==> src/rtl/path_buf_pkg.sv <==
// Shared types for the maze-solver path buffer: direction codes, replay FSM
// states and replay-order constants.
package path_buf_pkg;

    typedef enum logic [1:0] {
        DIR_UP    = 2'b00,
        DIR_RIGHT = 2'b01,
        DIR_LEFT  = 2'b10,
        DIR_DOWN  = 2'b11
    } dir_t;

    typedef enum logic [1:0] {
        IDLE   = 2'd0,
        REPLAY = 2'd1,
        DONE   = 2'd2
    } state_t;

    localparam logic REPLAY_FWD = 1'b0;
    localparam logic REPLAY_REV = 1'b1;

endpackage

==> src/rtl/path_buf_mem.sv <==
// Path entry storage: DEPTH x WIDTH register array with one synchronous write
// port and two asynchronous read ports (replay pointer and stack top).
module path_buf_mem
    import path_buf_pkg::*;
#(
    parameter int WIDTH = 2,
    parameter int DEPTH = 256,
    parameter int AW    = $clog2(DEPTH)
) (
    input  logic             clk,
    input  logic             we,
    input  logic [AW-1:0]    wr_addr,
    input  logic [WIDTH-1:0] wr_data,
    input  logic [AW-1:0]    rd_addr,
    output logic [WIDTH-1:0] rd_data,
    input  logic [AW-1:0]    top_addr,
    output logic [WIDTH-1:0] top_data
);

    logic [WIDTH-1:0] mem [DEPTH];

    // NOTE: the array has no reset; validity is tracked by count, so resetting
    // it would only add a wide reset network for no functional gain.
    always_ff @(posedge clk) begin
        if (we) begin
            mem[wr_addr] <= wr_data;
        end
    end

    assign rd_data  = mem[rd_addr];
    assign top_data = mem[top_addr];

endmodule

==> src/rtl/path_buffer.sv <==
// Direction-path stack with backtracking and forward/reverse valid/ready
// replay. Define PATH_BUF_CANCEL_EN to turn an immediate reversal push into a pop.
module path_buffer
    import path_buf_pkg::*;
#(
    parameter int WIDTH = 2,
    parameter int DEPTH = 256,
    parameter int AW    = $clog2(DEPTH)
) (
    input  logic             clk,
    input  logic             rst,
    input  logic             clear,
    input  logic             push,
    input  logic             pop,
    input  logic [WIDTH-1:0] din,
    input  logic             replay_start,
    input  logic             replay_rev,
    output logic [WIDTH-1:0] dout,
    output logic             dout_valid,
    input  logic             dout_ready,
    output logic             replay_done,
    output logic             busy,
    output logic [AW:0]      count,
    output logic             empty,
    output logic             full,
    output logic             overflow,
    output logic [WIDTH-1:0] top
);

    localparam logic [AW:0]   CNT_ONE  = (AW+1)'(1);
    localparam logic [AW:0]   CNT_FULL = (AW+1)'(DEPTH);
    localparam logic [AW-1:0] PTR_ONE  = AW'(1);

    state_t           state, state_d;
    logic [AW:0]      count_d, count_m1;
    logic [AW-1:0]    ptr, ptr_d;
    logic             rev, rev_d;
    logic [WIDTH-1:0] dout_d;
    logic             dout_valid_d, overflow_d;
    logic             wr_en;
    logic [AW-1:0]    wr_addr, rd_addr;
    logic [WIDTH-1:0] rd_data, top_data;
    logic             cancel;

    assign count_m1 = count - CNT_ONE;

    path_buf_mem #(.WIDTH(WIDTH), .DEPTH(DEPTH), .AW(AW)) u_mem (
        .clk      (clk),
        .we       (wr_en),
        .wr_addr  (wr_addr),
        .wr_data  (din),
        .rd_addr  (rd_addr),
        .rd_data  (rd_data),
        .top_addr (count_m1[AW-1:0]),
        .top_data (top_data)
    );

    assign empty       = (count == '0);
    assign full        = (count == CNT_FULL);
    assign top         = empty ? '0 : top_data;
    assign replay_done = (state == DONE);
    assign busy        = (state != IDLE);

`ifdef PATH_BUF_CANCEL_EN
    // Stepping straight back the way we came undoes the previous move.
    assign cancel = push && !pop && !empty && (din == ~top);
`else
    assign cancel = 1'b0;
`endif

    // Replay read address: first entry when idle, next entry while replaying.
    always_comb begin
        if (state == IDLE) begin
            rd_addr = (replay_rev == REPLAY_REV) ? count_m1[AW-1:0] : '0;
        end else begin
            rd_addr = (rev == REPLAY_REV) ? ptr - PTR_ONE : ptr + PTR_ONE;
        end
    end

    // NOTE: every output of this block gets a default first, so no path can
    // leave a value unassigned and infer a latch.
    always_comb begin
        state_d      = state;
        count_d      = count;
        ptr_d        = ptr;
        rev_d        = rev;
        dout_d       = dout;
        dout_valid_d = dout_valid;
        overflow_d   = overflow;
        wr_en        = 1'b0;
        wr_addr      = count[AW-1:0];

        if (clear) begin
            state_d      = IDLE;
            count_d      = '0;
            overflow_d   = 1'b0;
            dout_valid_d = 1'b0;
        end else begin
            case (state)
                IDLE: begin
                    if (replay_start) begin
                        if (!empty) begin
                            state_d      = REPLAY;
                            rev_d        = replay_rev;
                            ptr_d        = rd_addr;
                            dout_d       = rd_data;
                            dout_valid_d = 1'b1;
                        end else begin
                            state_d = DONE;
                        end
                    end else if (push && pop) begin
                        wr_en = 1'b1;
                        if (!empty) begin
                            wr_addr = count_m1[AW-1:0];
                        end else begin
                            count_d = count + CNT_ONE;
                        end
                    end else if (push) begin
                        if (cancel) begin
                            count_d = count_m1;
                        end else if (!full) begin
                            wr_en   = 1'b1;
                            count_d = count + CNT_ONE;
                        end else begin
                            overflow_d = 1'b1;
                        end
                    end else if (pop && !empty) begin
                        count_d = count_m1;
                    end
                end
                REPLAY: begin
                    if (dout_ready) begin
                        if ((rev == REPLAY_REV) ? (ptr == '0)
                                                : (ptr == count_m1[AW-1:0])) begin
                            dout_valid_d = 1'b0;
                            state_d      = DONE;
                        end else begin
                            ptr_d  = rd_addr;
                            dout_d = rd_data;
                        end
                    end
                end
                DONE: begin
                    state_d = IDLE;
                end
                default: begin
                    state_d = IDLE;
                end
            endcase
        end
    end

    // NOTE: sequential state uses non-blocking assignments so every register
    // samples the pre-edge values regardless of statement order.
    always_ff @(posedge clk or posedge rst) begin
        if (rst) begin
            state      <= IDLE;
            count      <= '0;
            ptr        <= '0;
            rev        <= REPLAY_FWD;
            dout       <= '0;
            dout_valid <= 1'b0;
            overflow   <= 1'b0;
        end else begin
            state      <= state_d;
            count      <= count_d;
            ptr        <= ptr_d;
            rev        <= rev_d;
            dout       <= dout_d;
            dout_valid <= dout_valid_d;
            overflow   <= overflow_d;
        end
    end

endmodule

==> config.mk <==
export PLATFORM = sky130hd
export DESIGN_NAME = path_buffer
export DESIGN_NICKNAME = d
export VERILOG_FILES = /design/src/rtl/path_buf_pkg.sv /design/src/rtl/path_buf_mem.sv /design/src/rtl/path_buffer.sv
export SDC_FILE = /design/constraint.sdc
export NUM_CORES = 1
export LEC_CHECK = 0
export CORE_ASPECT_RATIO = 0.7
export CORE_UTILIZATION = 45
export DETAILED_ROUTE_END_ITERATION = 12
export SLEW_MARGIN = 10
export SYNTH_ARGS = -nofsm -noshare
export SYNTH_HDL_FRONTEND = slang
export SYNTH_HIERARCHICAL = 1
export SYNTH_SLANG_ARGS = --single-unit
==> constraint.sdc <==
create_clock -name clk -period 4.7 [get_ports clk]
set_input_delay 0.94 -clock clk [delete_from_list [all_inputs] [get_ports clk]]
set_output_delay 0.94 -clock clk [all_outputs]
set_load 0.05 [all_outputs]
==> run_results.csv <==
group,metric,value,unit
clocking,ctsLongestPathBuffers,3,
power,cellPowerDensity,824,nW/um^2
floorplan,core-area,60500,um^2
finish,drive_gt1_share,27.4,%
critical_path,worstRegToRegCells,14,
yosys,synth-edff-count,512,
floorplan,fp.dieH,210,um
critical_path,end_kind,"output port",
critical_path,cpMaxStageDelayCell,"dfrtp_1",
clocking,clk_pin_slew,0.07,ns
critical_path,cp.depth,15,
yosys,synth_cell_types,76,
finish,synthToLayoutAreaGrowth,17.3,%
critical_path,path_class,"register to output port",
timing,finalCritPeriodShare,101,%
job,maxCapViolations,0,
critical_path,critical_path_buf_inv_count,6,
timing,final-setup-viol-count,2,
yosys,yosys_warnings,6,
critical_path,startpoint,"count[2]$_DFFE_PP0P_",
routing,drtPass1Iterations,6,
critical_path,crit_chain,"buf_8, nor3_2, buf_4, xor2_4, buf_6, nand3b_1, buf_6, o221ai_1, a21oi_2, buf_4, a32oi_2, a41oi_2, nor4_4, and2_4, buf_12",
clocking,htree_levels,2,
finish,fin_nets,2072,
clocking,clkLatencyLatePin,0.63,ns
critical_path,slowest_delay,0.40,ns
timing,finClkSkew,0.0127,ns
global_routing,grt.total_usage,27.2,%
yosys,syn_nets,1920,
timing,fmax,210,MHz
routing,route.detailed.drc,0,
critical_path,timing.rr.start,"rev$_DFFE_PP0P_",
global_routing,antenna_found_initial,5,
routing,drtIter0Drc,2235,
routing,num_vias,18900,
timing,max_slew_margin,27.8,%
critical_path,cp-endpoint,"top[1]",
critical_path,cp-start-kind,"register",
hold_path,hold_path_depth,2,
critical_path,arrival,3.83,ns
clocking,cts_root_buffer,"clkbuf_16",
floorplan,dieArea,62800,um^2
timing,layout_setup_ws,-0.0681,ns
power,leakage,11.2,nW
yosys,yosysTopAreaCell,"edfxtp_1",
routing,vias_per_cell,6.51,
clocking,cts_tree,"yes",
timing,layout_min_cycle_time,4.77,ns
critical_path,reg2reg_to,"dout[0]$_DFFE_PP0P_",
timing,hold_violations,0,
critical_path,path_max_fanout,7,
yosys,async_flop_share,4.48,%
outcome,outcome,"finished, violations left",
timing,slew_viol_final,0,
critical_path,ff2ff_setup_slack,0.34,ns
clocking,cts_sinks,536,
critical_path,crit_family,"simple AND/OR/NAND/NOR gates",
yosys,seq_area_frac_synth,57.4,%
global_routing,grt_start_max_net_pins,133,
power,ir_drop,1.02,mV
routing,drt_wl_total,86300,um
place,dp_worst_setup_slack,0.0524,ns
place,io_buffers,28,
floorplan,start_util,45.9,%
global_routing,grt-ovfl-total,0,
yosys,netlist_instances,1900,
floorplan,num_io_pins,29,
critical_path,crit_required,3.76,ns
floorplan,std_cell_rows,75,
yosys,ys_seq_elements,536,
yosys,synthTopCellsByCount,"edfxtp_1, nor2_1, mux2i_1, mux4_2, clkbuf_1",
floorplan,die_width,299,um
global_routing,grt_pass1_wl,125000,um
yosys,syn_avg_cell_area,14.6,um^2
place,gp_congestion,0.958,
place,dpl.hpwl,57100,um
yosys,synthFlopType,"edfxtp_1",
global_routing,grt_pass1_vias,18200,
power,power,26.9,mW
timing,rsz0062_at_grt,"true",
routing,avgRoutedWirePerCell,29.7,um
timing,tightest_slew,1.08,ns
hold_path,hold_path_class,"register to register",
yosys,synth_top_cell_area_share,55.3,%
clocking,cts_buffers,52,
yosys,synth.most_common_cell,"edfxtp_1",
yosys,yosys-top-cells-area,"edfxtp_1, mux4_2, mux2i_1, nor2_1, dfrtp_1",
yosys,synth.cell_area,27800,um^2
outcome,violations,"negative setup slack",
routing,drtAntennaViolNets,0,
[cells in the final DEF, fill, tap and decap left out, types with 21 or more instances in the layout]
| cell type | n |
|---|---|
| dfrtp_1 | 23 |
| o21ai_0 | 21 |
| a21oi_1 | 38 |
| clkdlybuf4s50_1 | 24 |
| o22ai_1 | 30 |
| clkbuf_16 | 54 |
| buf_4 | 183 |
| nor2_1 | 317 |
| nand2_1 | 55 |
| edfxtp_1 | 512 |
| buf_12 | 22 |
| mux4_2 | 176 |
| nand3_1 | 36 |
| mux2i_1 | 183 |
[worst min-delay path by stage]
| stage | start | end | slack [ns] |
|---|---|---|---|
| 2_1_floorplan | ptr[6]$_DFFE_PP0P_ | ptr[6]$_DFFE_PP0P_ | 0.55 |
| 3_3_place_gp | overflow$_DFFE_PP0P_ | overflow$_DFFE_PP0P_ | 0.48 |
| 3_5_place_dp | dout_valid$_DFFE_PP0P_ | dout_valid$_DFFE_PP0P_ | 0.52 |
| 4_1_cts | overflow$_DFFE_PP0P_ | overflow$_DFFE_PP0P_ | 0.54 |
| 5_1_grt | overflow$_DFFE_PP0P_ | overflow$_DFFE_PP0P_ | 0.56 |
| 6_report | overflow$_DFFE_PP0P_ | overflow$_DFFE_PP0P_ | 0.53 |
[per-layer routing]
layer  vias up  GRT usage [%]  share of wire [%]
li1       7870              -                  -
met1      9729           42.7                 43
met2      1146           37.4                 41
met3       147           6.91                 13
met4         0           7.28                2.5
met5         -              0                  0
[metrics by stage]
step           area [um^2]  std cells  TNS (ns)  util [%]  hold WS (ns)
2_1_floorplan        27800       1900         0         -         0.553
3_3_place_gp         29800       2759         0      49.3         0.480
3_5_place_dp         29800       2759         0      49.3         0.522
4_1_cts              32200       2876         0      53.2         0.544
5_1_grt              32600       2903    -0.319      53.9         0.558
6_report             32600       2904   -0.0870      53.9         0.533
[registers in the layout, indices dropped and copies added, names as in the netlist]
register,count
state,2
count,9
overflow,1
ptr,8
u_mem/mem,512
rev,1
dout_valid,1
dout,2
[kinds of logic after synthesis]
kind of cell | Yosys count | share of synthesized area, %
AO/OA/AOI/OAI | 229 | 5.88
adder cells (fa/ha/maj) | 10 | 0.477
flip-flops | 536 | 57.4
AND/OR/NAND/NOR | 529 | 8.49
XOR/XNOR | 29 | 0.967
multiplexers | 388 | 22.9
buffers and inverters | 179 | 3.82
[report_power, final]
part	switching, mW	internal [mW]
Clock	1.87	2.59
Combinational	9.49	7.45
Sequential	0.155	5.31
[worst register-to-register path, delay by kind of cell (launching register included)]
kind | cells | cell delay (ns)
muxes | 1 | 0.25
xor gates and xnor gates | 1 | 0.23
DFF | 1 | 0.56
buffers and inverters | 2 | 0.49
adders and majority gates | 1 | 0.32
and+or+nand+nor | 3 | 0.89
AOI/OAI and AO/OA | 6 | 1.50
[layout make-up]
| class | count | area [um^2] |
|---|---|---|
| diodes | 1 | 2.50 |
| clock buffers | 66 | 1400 |
| clock inverters | 31 | 388 |
| fillers | 4908 | 27900 |
| inverters | 21 | 101 |
| multi-input cells | 1185 | 11200 |
| flip-flops and latches | 536 | 16000 |
| well taps | 808 | 1010 |
| repair buffers | 256 | 2510 |
[what timing repair did]
action                                  4_1_cts  5_1_grt
cloned                                        5        1
gates resized for setup                      83       36
hold buffers                                  0        0
buffers inserted                             17       26
pin swaps                                    18       21
endpoints found under the setup margin        2        2
Power figures use the tool's default switching activity.
